<file path="config.mk">
export PLATFORM = sky130hd
export DESIGN_NAME = s32x_md_sync_gen
export DESIGN_NICKNAME = d
export VERILOG_FILES = /design/src/rtl/s32x_md_sync_gen.sv
export SDC_FILE = /design/constraint.sdc
export NUM_CORES = 1
export LEC_CHECK = 0
export BUFFER_PORTS_ARGS = -buffer_cell sky130_fd_sc_hd__buf_2
export CAP_MARGIN = 15
export CORE_MARGIN = 3
export CORE_UTILIZATION = 30
export DETAILED_ROUTE_END_ITERATION = 8
export GPL_TIMING_DRIVEN = 0
export HOLD_SLACK_MARGIN = 0.12
export PLACE_DENSITY = 0.43
export SYNTH_ARGS = -nofsm -noshare
export SYNTH_HDL_FRONTEND = slang
export SYNTH_SLANG_ARGS = --single-unit
</file>
<file path="constraint.sdc">
create_clock -name CLK -period 3.9 [get_ports CLK]
set_input_delay 0.39 -clock CLK [delete_from_list [all_inputs] [get_ports CLK]]
set_output_delay 0.39 -clock CLK [all_outputs]
set_load 0.05 [all_outputs]
</file>
<file path="src/rtl/s32x_md_sync_gen.sv">
// Mega Drive VDP-side video timing source for the 32X video block.
// Generates EDCLK, syncs, YS_N and exports dot/line position and blanking.
module s32x_md_sync_gen #(
    parameter int HSW_H40      = 36,
    parameter int HSW_H32      = 26,
    parameter int LINES_NTSC   = 262,
    parameter int LINES_PAL    = 313,
    parameter int VS_LINE_NTSC = 235,
    parameter int VS_LINE_PAL  = 259,
    parameter int VS_LEN       = 3,
    parameter int ACT_V28      = 224,
    parameter int ACT_V30      = 240
) (
    input  logic       CLK,
    input  logic       RST_N,
    input  logic       CE,
    input  logic       H40,
    input  logic       PAL,
    input  logic       V30,
    input  logic       BG_TRANSP,
    output logic       EDCLK,
    output logic       HSYNC_N,
    output logic       VSYNC_N,
    output logic       YS_N,
    output logic       DOT_CE,
    output logic [8:0] H_POS,
    output logic [8:0] V_POS,
    output logic       HDISP,
    output logic       VBLANK
);

    localparam logic [8:0] HLAST_H40 = 9'd419;
    localparam logic [8:0] HLAST_H32 = 9'd341;
    localparam logic [8:0] HSW40     = 9'(HSW_H40);
    localparam logic [8:0] HSW32     = 9'(HSW_H32);
    localparam logic [8:0] VLAST_N   = 9'(LINES_NTSC - 1);
    localparam logic [8:0] VLAST_P   = 9'(LINES_PAL - 1);
    localparam logic [8:0] VS0_N     = 9'(VS_LINE_NTSC);
    localparam logic [8:0] VS1_N     = 9'(VS_LINE_NTSC + VS_LEN);
    localparam logic [8:0] VS0_P     = 9'(VS_LINE_PAL);
    localparam logic [8:0] VS1_P     = 9'(VS_LINE_PAL + VS_LEN);
    localparam logic [8:0] ACT28     = 9'(ACT_V28);
    localparam logic [8:0] ACT30     = 9'(ACT_V30);

    logic [3:0] tick_q, tick_d;
    logic [8:0] h_q, h_d, v_q, v_d;
    logic       first_q, first_d;
    logic       h40_q, h40_d, pal_q, pal_d, v30_q, v30_d;
    logic       edclk_q, edclk_d, hs_q, hs_d, vs_q, vs_d, ys_q, ys_d;
    logic       dce_q, dce_d, hd_q, hd_d, vb_q, vb_d;

    logic       dot_end;
    logic [8:0] h_last, v_last, vs_lo, vs_hi, act_lines;

    always_comb begin
        tick_d    = tick_q;
        h_d       = h_q;
        v_d       = v_q;
        first_d   = first_q;
        h40_d     = h40_q;
        pal_d     = pal_q;
        v30_d     = v30_q;
        edclk_d   = edclk_q;
        hs_d      = hs_q;
        vs_d      = vs_q;
        ys_d      = ys_q;
        hd_d      = hd_q;
        vb_d      = vb_q;
        vs_lo     = 9'd0;
        vs_hi     = 9'd0;
        act_lines = 9'd0;

        dot_end = CE && (tick_q == (h40_q ? 4'd7 : 4'd9));
        h_last  = h40_q ? HLAST_H40 : HLAST_H32;
        v_last  = pal_q ? VLAST_P : VLAST_N;
        dce_d   = dot_end;

        if (CE) begin
            tick_d = tick_q + 4'd1;
            if (dot_end) begin
                tick_d  = 4'd0;
                first_d = 1'b0;
                // first_q marks the post-reset "last dot of last line" state
                if (first_q || h_q == h_last) begin
                    h_d = 9'd0;
                    v_d = (first_q || v_q == v_last) ? 9'd0 : v_q + 9'd1;
                end else begin
                    h_d = h_q + 9'd1;
                end
                if (h_d == 9'd0) h40_d = H40;
                if (h_d == 9'd0 && v_d == 9'd0) begin
                    pal_d = PAL;
                    v30_d = V30;
                end

                vs_lo     = pal_d ? VS0_P : VS0_N;
                vs_hi     = pal_d ? VS1_P : VS1_N;
                act_lines = (pal_d && v30_d) ? ACT30 : ACT28;

                hs_d = !(h_d < (h40_d ? HSW40 : HSW32));
                vs_d = !(v_d >= vs_lo && v_d < vs_hi);
                vb_d = (v_d >= act_lines);
                hd_d = h40_d ? (h_d >= 9'd64 && h_d <= 9'd383)
                             : (h_d >= 9'd48 && h_d <= 9'd303);
                ys_d = (hd_d && !vb_d) ? !BG_TRANSP : 1'b1;
            end
            // two EDCLK periods per dot; H32 stretches the high phases to 3 ticks
            if (h40_d)
                edclk_d = (tick_d <= 4'd1) || (tick_d >= 4'd4 && tick_d <= 4'd5);
            else
                edclk_d = (tick_d <= 4'd2) || (tick_d >= 4'd5 && tick_d <= 4'd7);
        end
    end

    always_ff @(posedge CLK or negedge RST_N) begin
        if (!RST_N) begin
            tick_q  <= 4'd9;
            h_q     <= 9'd0;
            v_q     <= 9'd0;
            first_q <= 1'b1;
            h40_q   <= 1'b0;
            pal_q   <= 1'b0;
            v30_q   <= 1'b0;
            edclk_q <= 1'b0;
            hs_q    <= 1'b1;
            vs_q    <= 1'b1;
            ys_q    <= 1'b1;
            dce_q   <= 1'b0;
            hd_q    <= 1'b0;
            vb_q    <= 1'b0;
        end else begin
            tick_q  <= tick_d;
            h_q     <= h_d;
            v_q     <= v_d;
            first_q <= first_d;
            h40_q   <= h40_d;
            pal_q   <= pal_d;
            v30_q   <= v30_d;
            edclk_q <= edclk_d;
            hs_q    <= hs_d;
            vs_q    <= vs_d;
            ys_q    <= ys_d;
            dce_q   <= dce_d;
            hd_q    <= hd_d;
            vb_q    <= vb_d;
        end
    end

    assign EDCLK   = edclk_q;
    assign HSYNC_N = hs_q;
    assign VSYNC_N = vs_q;
    assign YS_N    = ys_q;
    assign DOT_CE  = dce_q;
    assign H_POS   = h_q;
    assign V_POS   = v_q;
    assign HDISP   = hd_q;
    assign VBLANK  = vb_q;

endmodule
</file>
==> results.md <==
* Via density at 5.20
* Min Tclk post-route at roughly 3.6 ns
* Power Dens Cells at 520 nW/um^2
* CP Max Fanout at 9
* Tightest Hold Check Type: in2async
* Worst hold slack at between 0.15 and 0.2 ns
* Starting Density at a little under a third
* Reg-to-reg slack, setup at approximately 0.26 ns
* Final setup vio count at 0
* Critical path class: reg2reg
* Area delta synth->final at 15.7%
* Max Clk Rate at between 200 and 300 MHz
* Synthesized cell area at 2570 sq um
* Routed length per placed instance at between 15 and 20 um
* N_diodes at 0
* # IOs at 32
* Req. time, crit path at around 4 ns
* Register clock-pin slew on the reported worst setup and hold paths at ~0.08 ns
* Number of distinct library cells after synthesis at 64
* Layout net count at between 300 and 400
* Htree depth at 2
* Gate Count Post-Synth at around 300
* Die X-Extent at just under 100 um
* Seq/Total Area, Yosys at between 30% and 40%
* Grt ovf at 0
* Fin area at between 2000 and 3000 sq um
* DR pass1 iterations at 4
* Period utilization at approximately 93%
* Total number of vias at about 2300
* Die H at a little under 100 um
* Post-synth ARST share at 100%
* Crit-path cells: buf_2 -> nand3b_1 -> nor4_4 -> o21a_1 -> buf_6 -> nand2_1 -> o31ai_2 -> nor3_2 -> nand3_2 -> mux2_2 -> ha_1 -> nor4bb_1 -> nand4_1 -> nor3_1 -> a21oi_1
* Run status: complete, no violations
* Top FF cell, synth: dfrtp_1
* RSZ-0062 raised after global routing: no
* Dpl hpwl at approximately 5.4 mm
* Remaining DRCs at 0
* Vias in the first global route at 2267
* Placed Cells incl. Taps at about 430
* Worst-Skew Late Latency at 0.29 ns
* Leak Pwr at 1.29 nW
* Initial antenna violation count at 0
* Slowest CP cell: o31ai_2
* Synth warn at 0
* Root buf cell: clkbuf_8
* Final Hold Fails at 0
* Hold_buf cts at 0
* Critical path startpoint category: register
* Detailed Route WL at between 7 and 8 mm
* CTS Buf Count at 5
* Worst-Margin Slew at ~0.78 ns
* Syn avg cell area at 8.60 sq um
* Crit path capture type: register
* Non-filler cells, final at ~440
* Ratio of cells with drive above 1 in the final layout at 24.1%
* Worst Slack Setup Final at roughly 0.26 ns
* Placed Area at 2850 sq um
* Die area at a little under 10000 sq um
* Register bit total from synthesis at 33
* TNS Setup at 0 ns
* Buffers on Ports at 30
* # rows at 33
* Total of max-cap violations at 0
* Fin. max-slew vios at 0
* Initial DRC Count at between 80 and 90
* Syn_nets at 320
* EDFF count, synth at 0
* CTS tree: built
* Max Clock Skew at between 0.006 and 0.007 ns
* First-pass GRT wire length at around 12 mm
* Antenna-violating nets left at 0
* Slowest stage delay, CP at 0.46 ns
* Arrival time at the worst endpoint at ~3.8 ns
* Clock buffer depth at 2
* Rel. slew slack at 48.0%
* Setup WS pre-CTS at -0.0717 ns
* Pin count of the biggest net entering global routing at 34
* GR Util All Layers at between 10% and 20%
* Core Box Area at 8260 sq um
* Peak VDD IR at around 0.25 mV
* Clock sink total at 33
* RePlAce Congestion at between 0.7 and 0.8
-- layout by cell type (no fill, tap or decap), types with 3 or more instances in the layout --
cell type | Yosys | layout
xnor2_1 | 7 | 7
inv_1 | 11 | 11
o21a_1 | 5 | 5
nand4_1 | 6 | 6
dfrtp_1 | 27 | 26
clkbuf_8 | 0 | 5
and2_1 | 3 | 3
clkbuf_1 | 9 | 8
o41ai_1 | 3 | 3
nor2b_1 | 6 | 6
xor2_1 | 3 | 3
buf_2 | 5 | 35
ha_1 | 14 | 13
o211ai_1 | 3 | 3
nor2_1 | 17 | 17
mux2_2 | 4 | 5
nand3_1 | 19 | 19
nor3_1 | 7 | 7
nand2b_1 | 3 | 3
or3_1 | 4 | 4
buf_6 | 3 | 3
nand2_1 | 47 | 47
o21ai_0 | 14 | 13
a21o_1 | 3 | 3
a21oi_1 | 10 | 10
o21ai_1 | 2 | 3
dfstp_2 | 6 | 6
a211oi_1 | 4 | 3
mux2i_1 | 6 | 5
o31ai_1 | 5 | 3
-- logic make-up after synthesis --
| logic type | Yosys count | synth area share, % |
|---|---|---|
| AOI/OAI and AO/OA | 71 | 20.1 |
| xor gates and xnor gates | 10 | 3.41 |
| adders and majority gates | 14 | 6.81 |
| buffers and inverters | 30 | 5.79 |
| DFF | 33 | 32.4 |
| muxes | 11 | 4.53 |
| and+or+nand+nor | 130 | 27.0 |
-- per-layer routing --
metal	track usage (%)	vias up	routed length [um]
li1	-	1162	-
met1	21.9	1092	3690
met2	23.9	36	3250
met3	2.19	5	207
met4	4.41	0	63
met5	0	-	0
-- registers in the layout, summed over array words and instances (netlist names) --
name and cells:
V_POS 9, HSYNC_N 1, tick_q 4, first_q 1
h40_q 1, EDCLK 1, v30_q 1, YS_N 1
pal_q 1, VBLANK 1, DOT_CE 1, VSYNC_N 1
H_POS 9, HDISP 1
-- path summary, 6_finish.rpt --
kind | start | endpoint | depth (start not counted)
worst min register to register | HSYNC_N | HSYNC_N | 2
worst min-delay path | RST_N | V_POS[3] | 1
max in group asynchronous | RST_N | H_POS[0] | 1
min in group CLK | BG_TRANSP | YS_N | 2
worst max register to register | H_POS[1] | VSYNC_N | 15
worst max-delay path | H_POS[1] | VSYNC_N | 15
-- critical path: cells and delay by family, from the launching register on --
| family | cells | cell delay [ns] |
|---|---|---|
| simple gates | 8 | 1.38 |
| fa+ha+maj | 1 | 0.27 |
| compound gates | 3 | 0.74 |
| flops | 1 | 0.41 |
| buf+inv | 2 | 0.34 |
| mux | 1 | 0.39 |
-- final cells by class --
| type | count | area (sq um) |
|---|---|---|
| fillers | 891 | 5280 |
| repair buffers | 30 | 150 |
| plain buffers | 18 | 104 |
| inverters | 11 | 41.3 |
| multi-input cells | 236 | 1630 |
| clock buffers | 5 | 68.8 |
| well taps | 105 | 131 |
| clock inverters | 3 | 17.5 |
| flip-flops and latches | 33 | 835 |
-- synthesized netlist by cell type, types with 3 or more instances --
master | n | area share [%]
o211ai_1 | 3 | 0.88
nand2b_1 | 3 | 0.73
a211oi_1 | 4 | 1.2
mux2_2 | 4 | 1.8
nand2_1 | 47 | 6.9
mux2i_1 | 6 | 2.3
dfrtp_1 | 27 | 26
xor2_1 | 3 | 1.0
ha_1 | 14 | 6.8
clkbuf_1 | 9 | 1.3
a21o_1 | 3 | 0.88
xnor2_1 | 7 | 2.4
o21ai_0 | 14 | 2.7
o41ai_1 | 3 | 1.0
nor3_1 | 7 | 1.4
buf_6 | 3 | 1.3
or3_1 | 4 | 0.97
nand3_1 | 19 | 3.7
inv_1 | 11 | 1.6
dfstp_2 | 6 | 6.1
buf_2 | 5 | 0.97
o21a_1 | 5 | 1.5
and2_1 | 3 | 0.73
nand4_1 | 6 | 1.5
o31ai_1 | 5 | 1.5
nor2b_1 | 6 | 1.5
nor2_1 | 17 | 2.5
a21oi_1 | 10 | 1.9
-- stage by stage --
stage,total power [mW],utilization (%)
6_report,1.55,36.0
2_1_floorplan,1.10,-
3_5_place_dp,1.29,34.5
4_1_cts,1.57,35.6
3_3_place_gp,1.28,34.5
5_1_grt,1.67,36.0
-- repair_timing --
| item | in CTS | in global routing |
|---|---|---|
| endpoints found under the setup margin | 2 | 4 |
| gates cloned | 0 | 0 |
| resized for setup | 1 | 9 |
| buffers inserted | 0 | 0 |
| pin swaps | 0 | 1 |
-- report_power, final --
part           switching, mW  total [mW]  internal [mW]
Clock                  0.137       0.261          0.123
Sequential            0.0775       0.516          0.438
Combinational          0.515       0.771          0.256
Total                  0.730        1.55          0.818
Note: power is estimated with default switching activity, not from simulation.
